$ cat src/rtl/fp_wb_pkg.sv
// Shared types for the FP register-file writeback path: request record and source ids.
package fp_wb_pkg;

  localparam int FP_NREGS  = 32;
  localparam int FP_ADDR_W = 5;

  typedef struct packed {
    logic [FP_ADDR_W-1:0] rd;
    logic [31:0]          data;
  } wb_req_t;

  typedef enum logic {
    SRC_FPU = 1'b0,
    SRC_LSU = 1'b1
  } src_e;

endpackage

$ cat src/rtl/fp_wb_fifo.sv
// Small synchronous FIFO of writeback requests; one instance buffers each producer.
module fp_wb_fifo
  import fp_wb_pkg::*;
#(
  parameter  int DEPTH = 2,
  localparam int PTR_W = $clog2(DEPTH),
  localparam int CNT_W = PTR_W + 1
) (
  input  logic             clk_i,
  input  logic             rst_ni,
  input  logic             push_i,
  input  wb_req_t          data_i,
  input  logic             pop_i,
  output wb_req_t          head_o,
  output logic             full_o,
  output logic             empty_o,
  output logic [CNT_W-1:0] count_o
);

  wb_req_t          mem_q [DEPTH];
  logic [PTR_W-1:0] wr_ptr_q, rd_ptr_q;
  logic [CNT_W-1:0] count_q;
  logic             do_push, do_pop;

  // A full FIFO refuses a push even while it pops: no same-cycle pass-through.
  assign do_push = push_i & ~full_o;
  assign do_pop  = pop_i & ~empty_o;

  assign full_o  = (count_q == CNT_W'(DEPTH));
  assign empty_o = (count_q == '0);
  assign count_o = count_q;
  assign head_o  = mem_q[rd_ptr_q];

  // NOTE: sequential state uses non-blocking (<=) so every flop samples pre-edge values.
  // Pointers wrap naturally because DEPTH is a power of two.
  always_ff @(posedge clk_i or negedge rst_ni) begin
    if (!rst_ni) begin
      wr_ptr_q <= '0;
      rd_ptr_q <= '0;
      count_q  <= '0;
    end else begin
      if (do_push) wr_ptr_q <= wr_ptr_q + 1'b1;
      if (do_pop)  rd_ptr_q <= rd_ptr_q + 1'b1;
      count_q <= count_q + CNT_W'(do_push) - CNT_W'(do_pop);
    end
  end

  // NOTE: storage is not reset; an entry is only ever read after it has been written.
  always_ff @(posedge clk_i) begin
    if (do_push) mem_q[wr_ptr_q] <= data_i;
  end

endmodule

$ cat src/rtl/fp_wb_arbiter.sv
// FP writeback arbiter: buffers FPU and FP-load results, round-robins them onto one
// registered register-file write. Define FP_WB_SCOREBOARD_EN to add the busy scoreboard.
module fp_wb_arbiter
  import fp_wb_pkg::*;
#(
  parameter int DATA_W     = 32,
  parameter int ADDR_W     = 5,
  parameter int FIFO_DEPTH = 2
) (
  input  logic                clk_i,
  input  logic                rst_ni,
  input  logic                fpu_valid_i,
  output logic                fpu_ready_o,
  input  logic [ADDR_W-1:0]   fpu_rd_i,
  input  logic [DATA_W-1:0]   fpu_data_i,
  input  logic                lsu_valid_i,
  output logic                lsu_ready_o,
  input  logic [ADDR_W-1:0]   lsu_rd_i,
  input  logic [DATA_W-1:0]   lsu_data_i,
`ifdef FP_WB_SCOREBOARD_EN
  input  logic                issue_valid_i,
  input  logic [ADDR_W-1:0]   issue_rd_i,
  output logic [FP_NREGS-1:0] busy_o,
`endif
  output logic                fregwrite_o,
  output logic [ADDR_W-1:0]   frd_o,
  output logic [DATA_W-1:0]   wb_data_o
);

  localparam int CNT_W = $clog2(FIFO_DEPTH) + 1;

  wb_req_t          fpu_req, lsu_req, fpu_head, lsu_head, win_req;
  logic             fpu_full, lsu_full, fpu_empty, lsu_empty;
  logic [CNT_W-1:0] fpu_count, lsu_count;
  logic             fpu_grant, lsu_grant;
  src_e             last_grant_q;

  // The request record fixes rd/data widths, so ADDR_W/DATA_W must stay at their defaults.
  assign fpu_req = '{rd: fpu_rd_i, data: fpu_data_i};
  assign lsu_req = '{rd: lsu_rd_i, data: lsu_data_i};

  assign fpu_ready_o = (fpu_count != CNT_W'(FIFO_DEPTH));
  assign lsu_ready_o = (lsu_count != CNT_W'(FIFO_DEPTH));

  fp_wb_fifo #(.DEPTH(FIFO_DEPTH)) u_fpu_fifo (
    .clk_i   (clk_i),
    .rst_ni  (rst_ni),
    .push_i  (fpu_valid_i & ~fpu_full),
    .data_i  (fpu_req),
    .pop_i   (fpu_grant),
    .head_o  (fpu_head),
    .full_o  (fpu_full),
    .empty_o (fpu_empty),
    .count_o (fpu_count)
  );

  fp_wb_fifo #(.DEPTH(FIFO_DEPTH)) u_lsu_fifo (
    .clk_i   (clk_i),
    .rst_ni  (rst_ni),
    .push_i  (lsu_valid_i & ~lsu_full),
    .data_i  (lsu_req),
    .pop_i   (lsu_grant),
    .head_o  (lsu_head),
    .full_o  (lsu_full),
    .empty_o (lsu_empty),
    .count_o (lsu_count)
  );

  // Round robin: on contention the source that did not win last time goes first.
  assign fpu_grant = ~fpu_empty & (lsu_empty | (last_grant_q == SRC_LSU));
  assign lsu_grant = ~lsu_empty & ~fpu_grant;
  assign win_req   = fpu_grant ? fpu_head : lsu_head;

  always_ff @(posedge clk_i or negedge rst_ni) begin
    if (!rst_ni) begin
      last_grant_q <= SRC_LSU;
      fregwrite_o  <= 1'b0;
      frd_o        <= '0;
      wb_data_o    <= '0;
    end else begin
      fregwrite_o <= fpu_grant | lsu_grant;
      if (fpu_grant | lsu_grant) begin
        last_grant_q <= fpu_grant ? SRC_FPU : SRC_LSU;
        frd_o        <= win_req.rd;
        wb_data_o    <= win_req.data;
      end
    end
  end

`ifdef FP_WB_SCOREBOARD_EN
  logic [FP_NREGS-1:0] busy_d;

  // NOTE: combinational logic uses blocking (=) with a default first, so no latch is
  // inferred; the set is written after the clear so a same-index set wins.
  always_comb begin
    busy_d = busy_o;
    if (fregwrite_o)   busy_d[frd_o]      = 1'b0;
    if (issue_valid_i) busy_d[issue_rd_i] = 1'b1;
  end

  always_ff @(posedge clk_i or negedge rst_ni) begin
    if (!rst_ni) busy_o <= '0;
    else         busy_o <= busy_d;
  end
`endif

endmodule
$ cat config.mk
export PLATFORM = sky130hd
export DESIGN_NAME = fp_wb_arbiter
export DESIGN_NICKNAME = d
export VERILOG_FILES = /design/src/rtl/fp_wb_pkg.sv /design/src/rtl/fp_wb_fifo.sv /design/src/rtl/fp_wb_arbiter.sv
export SDC_FILE = /design/constraint.sdc
export NUM_CORES = 1
export LEC_CHECK = 0
export BUFFER_PORTS_ARGS = -buffer_cell sky130_fd_sc_hd__buf_2
export CORE_MARGIN = 1.5
export CORE_UTILIZATION = 51
export CTS_BUF_LIST = sky130_fd_sc_hd__clkbuf_4 sky130_fd_sc_hd__clkbuf_8 sky130_fd_sc_hd__clkbuf_16
export CTS_CLUSTER_DIAMETER = 30
export CTS_CLUSTER_SIZE = 25
export DETAILED_ROUTE_END_ITERATION = 10
export GPL_TIMING_DRIVEN = 1
export HOLD_SLACK_MARGIN = 0.12
export MAX_ROUTING_LAYER = met4
export PLACE_DENSITY_LB_ADDON = 0.12
export SETUP_SLACK_MARGIN = 0.4
export SLEW_MARGIN = 5
export SYNTH_ARGS = -nofsm -noshare
export SYNTH_HDL_FRONTEND = slang
export SYNTH_HIERARCHICAL = 1
export SYNTH_SLANG_ARGS = --single-unit
export TNS_END_PERCENT = 100
$ cat constraint.sdc
create_clock -name clk_i -period 2.92 [get_ports clk_i]
set_clock_uncertainty 0.2 [all_clocks]
set_input_delay 0.292 -clock clk_i [delete_from_list [all_inputs] [get_ports clk_i]]
set_output_delay 0.292 -clock clk_i [all_outputs]
set_load 0.01 [all_outputs]
# ---- Word level (Yosys, flattened, before mapping)
# Memory sizes are Yosys's and may differ from the RTL's.
# Index checks and enable logic that the tools add are counted.
# Widths: inputs -> output; s select.
dict set report op_classes {
  n_addsub 8
  n_eq_ne 4
  n_bitwise 15
  muxes 6
  reduce_logical 2
}
# cell n
set ops {}
lappend ops {{$mux 37} 1}
lappend ops {{$and 1x1->1} 8}
lappend ops {{$mux 1} 5}
lappend ops {{$not 1->1} 5}
lappend ops {{$add 1x1->1 const B} 4}
lappend ops {{$add 2x1->2} 2}
lappend ops {{$eq 2x2->1 const B} 2}
lappend ops {{$logic_not 2->1} 2}
lappend ops {{$ne 2x2->1 const B} 2}
lappend ops {{$sub 2x1->2} 2}
lappend ops {{$or 1x1->1} 2}
dict set report totals {
  input_bits 78
  wordCells 47
  out_inout_bits 40
  mem_bits_rw 148
  n_memories 2
  ff_bits 47
}
# memory depth width rd rd_clocked_by_memory_dff wr line
set mem_list {}
lappend mem_list {u_fpu_fifo.mem_q 2 37 1 0 1 fp_wb_fifo.sv:20} ;# wb_req_t mem_q [DEPTH];
lappend mem_list {u_lsu_fifo.mem_q 2 37 1 0 1 fp_wb_fifo.sv:20}

# ---- Longest topological paths before layout
dict set report logic_depth {
  word_depth 7
  ltp_mapped 13
  depth_no_buf 10
}

# ---- By module
# The synthesis kept the hierarchy.
# mod instances area_per_inst_um2 cells_each seq_area_each_um2
set by_module_without_submodules {}
lappend by_module_without_submodules {fp_wb_fifo 2 2950.3 133 2322.2}
lappend by_module_without_submodules {fp_wb_arbiter 1 2082.0 178 977.2}

# ---- Least setup slack after synthesis
# Ideal clock, no wire load.
dict set report synth_timing {
  path_type {flip-flop to flip-flop}
  from {register u_fpu_fifo.count_q[1] (netlist: u_fpu_fifo/count_o[1])}
  to {memory u_fpu_fifo/mem_q[0][0] (netlist bit), enable pin}
  stages_incl_launch_ff 6
  required_ns 2.289
  setup_time_ns 0.431
  path_slack_ns -0.039
  path_buffers 0
  period_less_slack_ns 2.959
  t_arrival_ns 2.328
  cell_sequence {dfrtp_1 -> nand2b_1 -> inv_1 -> nor2b_1 -> nand2_1 -> nor2_1}
}
dict set report synth_via {
  elab_chain_len 6
}
# item line
set synth_lines {}
lappend synth_lines {{start: declaration} fp_wb_fifo.sv:22} ;# logic [CNT_W-1:0] count_q;
lappend synth_lines {{start signal: assignment} fp_wb_fifo.sv:44} ;# count_q <= count_q + CNT_W'(do_push) - CNT_W'(do_pop);
lappend synth_lines {{$eq 2x2->1 (*)} fp_wb_fifo.sv:29} ;# assign full_o = (count_q == CNT_W'(DEPTH));
lappend synth_lines {{named net fpu_full} fp_wb_arbiter.sv:33} ;# logic fpu_full, lsu_full, fpu_empty, lsu_empty;
lappend synth_lines {{$not 1->1 (*)} {fp_wb_fifo.sv:26, fp_wb_arbiter.sv:48}}
lappend synth_lines {{$and 1x1->1} fp_wb_arbiter.sv:48} ;# .push_i (fpu_valid_i & ~fpu_full),
lappend synth_lines {{$and 1x1->1 (*)} fp_wb_fifo.sv:26} ;# assign do_push = push_i & ~full_o;
lappend synth_lines {{$mux 1 (*)} fp_wb_fifo.sv:50} ;# if (do_push) mem_q[wr_ptr_q] <= data_i;
lappend synth_lines {{$mux 1 (not written as such) (*)} fp_wb_fifo.sv:50}
lappend synth_lines {{end: declaration} fp_wb_fifo.sv:20}
# The timed path passes the listed nets; every way through them passes the cells marked *.

# ---- Final worst setup path
dict set report layout_timing {
  from {register u_lsu_fifo.count_q[1] (netlist: u_lsu_fifo/count_o[1])}
  to {register u_lsu_fifo.count_q[1] (netlist: u_lsu_fifo/count_o[1])}
}
dict set report layout_via {
  elab_chain_len 7
  elab_cells_between_ends 13
  cone_classes {add/sub (2); eq/ne (1); bitwise (9); reduce/logical (1)}
}
# item line
set layout_lines {}
lappend layout_lines {{start: declaration} fp_wb_fifo.sv:22}
lappend layout_lines {{start signal: assignment} fp_wb_fifo.sv:44}
lappend layout_lines {{$logic_not 2->1 (*)} fp_wb_fifo.sv:30} ;# assign empty_o = (count_q == '0);
lappend layout_lines {{named net lsu_empty} fp_wb_arbiter.sv:33}
lappend layout_lines {{$or 1x1->1} fp_wb_arbiter.sv:70} ;# assign fpu_grant = ~fpu_empty & (lsu_empty | (last_grant_q == SRC_LSU));
lappend layout_lines {{$and 1x1->1} fp_wb_arbiter.sv:70}
lappend layout_lines {{$not 1->1} fp_wb_arbiter.sv:71} ;# assign lsu_grant = ~lsu_empty & ~fpu_grant;
lappend layout_lines {{$and 1x1->1 (*)} fp_wb_arbiter.sv:71}
lappend layout_lines {{named net lsu_grant} fp_wb_arbiter.sv:35} ;# logic fpu_grant, lsu_grant;
lappend layout_lines {{$and 1x1->1 (*)} fp_wb_fifo.sv:27} ;# assign do_pop = pop_i & ~empty_o;
lappend layout_lines {{named net u_lsu_fifo.do_pop} fp_wb_fifo.sv:23} ;# logic do_push, do_pop;
lappend layout_lines {{$sub 2x1->2 (*)} fp_wb_fifo.sv:44}
# Marked as above.
# A chain may end at the register's enable or synchronous reset.

==> flow_summary.ini <==
[run_status]
status = finished clean

[logic_synthesis]
synth_area_um2 = 7980
syn_inst = 444
ys_types = 23
syn_nets = 526
yosysTopAreaCellShare = 0.557
yosys_warnings = 6
ys_top_cells_by_area = edfxtp_1 (56%), dfrtp_1 (14%), mux2_4 (7.5%), o221a_1 (5.2%), mux2_2 (4.8%)
ys_seq_area_frac = 0.704
synth_top_cell_by_area = edfxtp_1
synth_area_per_cell_um2 = 18.0
synth-seq-cells = 195

[placed_design]
port-buffer-count = 117
post-place-ws_ns = 0.651
place_congestion = 0.753
dp.cells = 762
dp_hpwl_um = 10100

[grt]
grt_pass1_wl_um = 25400
grt_usage = 0.217
grt_antenna_before_repair = 0
grt-ovfl-total = 0
grt_max_degree = 39
grt_pass1_vias = 4736

[hold_path]
hold_depth = 4
min-delay-start = fpu_valid_i
whs_endpoint = u_fpu_fifo/wr_ptr_q
hp-class = primary input to flip-flop

[timing]
period_share = 0.772
hold_violations = 0
tns_ns = 0
rsz0062_at_grt = no
slew_violations = 0
worstMarginPinSlew_ns = 0.955
final.min_clock_period_ns = 2.25
postLayoutSetupSlackWorst_ns = 0.666
max_freq_ghz = 0.444
setup_viol = 0
relSlewSlack = 0.364

[cts]
cts_num_sinks = 195
cts_buffers = 17
cts_tree = built
cts_resized = 0
clockBufferDepth = 2
clockRootBuffer = clkbuf_16
cts_max_level = 4
path_clk_slew_ns = 0.07
clk_latency_ns = 0.43

[cells_and_area]
fin_util = 0.669
syn_to_final_growth_pct = 27.9
drive_gt1_frac = 0.374
instances_no_fill = 868
insertedDiodeCount = 0
fill_cells = 1040
nNetsFinal = 727

[floorplan]
core_um2 = 15300
die_w_um = 128
die_h_um = 128
die_area_um2 = 16400
io_pins = 118
start_util = 0.523
fp-row-count = 45

[pwr]
power_frac_comb = 0.375
p_per_area_nw_per_um2 = 1060
vdd_drop_max_mv = 0.518
p_leak_uw = 0.00392
p_seq_frac = 0.409
clkPwrFrac = 0.216
swShare = 0.323
finalPower_uw = 10800
p_sw_uw = 3500
p_int_uw = 7320

[routing]
num_vias = 4474
wire_per_inst_um = 19.0
avgViaCountPerCell = 5.15
antenna_left = 0
drtIter0Drc = 234
drt_first_pass_iters = 4
post-route-drc-count = 0
drt_wl_total_um = 16500

[setup_path]
ff2ff_path_depth = 9
worst-path-max-fanout = 15
timing.critical_path.from_type = flip-flop
cp.arrival_ns = 2.39
r2r-end = u_lsu_fifo/count_o[1]
r2r_slack_ns = 0.67
end_kind = flip-flop
worstPathRequired_ns = 3.06
critical_path_class = flip-flop to flip-flop
r2r_start = u_lsu_fifo/count_o[1]

[flow_run]
maxCapViolations = 0
==> area by class of cell <==
class	instances	area, um^2	share of cell area
clock buffer	18	439	0.0430
clock inverter	13	161	0.0158
inverter	5	18.8	0.00184
multi-input combinational	219	2190	0.214
sequential	195	5620	0.551
tap	211	264	0.0259
timing repair buffer	207	1510	0.148
==> cells in the mapped netlist (all sizes together) <==
library cell / instances
edfxtp: 148
mux2: 74
dfrtp: 46
nand2: 40
mux2i: 37
o221a: 37
buf: 22
nand2b: 6
nor2: 6
xnor2: 6
inv: 5
ha: 4
nor2b: 4
clkbuf: 3
and3: 2
xor2: 2
a21o: 1
dfstp: 1
==> what timing repair did <==
action / in CTS / in global routing
hold endpoints to repair: 184 / 0
setup buffers: 0 / 0
hold buffers: 75 / 0
==> through the flow <==
stage	hold slack, ns	cell area, um^2
global placement	0.280	8860
detailed placement	0.284	8860
finish	0.193	10200
global route	0.200	10200
floorplan	-0.204	7990
CTS	0.183	10200
==> power groups by stage <==
| stage | clock (uW) | combinational, uW | sequential (uW) |
|---|---|---|---|
| global route | 2500 | 4380 | 4510 |
| global placement | 0 | 3920 | 4460 |
| CTS | 2390 | 4110 | 4440 |
| floorplan | 0 | 2920 | 4380 |
| finish | 2340 | 4060 | 4420 |
| detailed placement | 0 | 4010 | 4490 |
==> state kept, by name (all words and copies together), names as in the netlist, 2 cells and up <==
| name | flops |
|---|---|
| wb_data_o | 32 |
| u_fpu_fifo/count_o | 2 |
| frd_o | 5 |
| u_fpu_fifo/mem_q | 74 |
| u_lsu_fifo/mem_q | 74 |
| u_lsu_fifo/count_o | 2 |
==> kinds of logic (layout without fill, tap and decap cells) <==
logic type	Yosys count	count (layout)	synth area share
adders and majority gates	4	4	0.00627
DFF	195	195	0.704
AOI/OAI and AO/OA	38	38	0.0531
buffers and inverters	30	243	0.0257
xor gates and xnor gates	8	8	0.00878
and+or+nand+nor	58	58	0.0323
muxes	111	111	0.170
==> layout by cell type (no fill, tap or decap), types with 2 or more instances in the layout <==
master	n
and3_2	2
buf_12	5
buf_2	117
buf_4	10
bufinv_16	3
clkbuf_16	17
clkinv_1	2
clkinv_4	3
clkinvlp_4	5
dfrtp_1	44
dfrtp_2	2
dlygate4sd3_1	75
edfxtp_1	148
ha_1	4
inv_1	5
mux2_2	34
mux2_4	40
mux2i_1	37
nand2_1	40
nand2b_1	4
nor2_1	2
nor2_4	4
nor2b_1	4
o221a_1	37
xnor2_1	6
xor2_1	2
==> layer usage <==
layer,GRT usage,up-vias,share of wire
met4,0.0489,0,0.0084
met1,0.266,2238,0.45
li1,-,2109,-
met5,-,-,0
met3,0.0463,12,0.035
met2,0.372,115,0.51
==> worst max-delay path by stage <==
stage	from	slack [ns]	cells past startpoint	to
final	u_lsu_fifo/count_o[1]	0.67	9	u_lsu_fifo/count_o[1]
after global routing	u_lsu_fifo/count_o[1]	0.52	9	u_lsu_fifo/count_o[1]
after CTS	u_fpu_fifo/count_o[0]	0.65	6	u_fpu_fifo/mem_q[0][29]
after detailed placement	u_fpu_fifo/count_o[0]	0.65	6	u_fpu_fifo/mem_q[0][32]
after global placement	u_lsu_fifo/count_o[1]	0.71	9	u_lsu_fifo/count_o[1]
after floorplan	u_fpu_fifo/count_o[1]	0.57	5	u_fpu_fifo/mem_q[0][0]
==> critical path: stages, from the launching register on <==
cell and delay, ns:
dfrtp_1 0.44, nor2_4 0.34, nand2b_2 0.20, inv_1 0.04
nor2b_1 0.14, ha_1 0.30, inv_1 0.04, ha_1 0.17
xnor2_1 0.16, xnor2_1 0.15
Note: power is estimated with default switching activity, not from simulation.
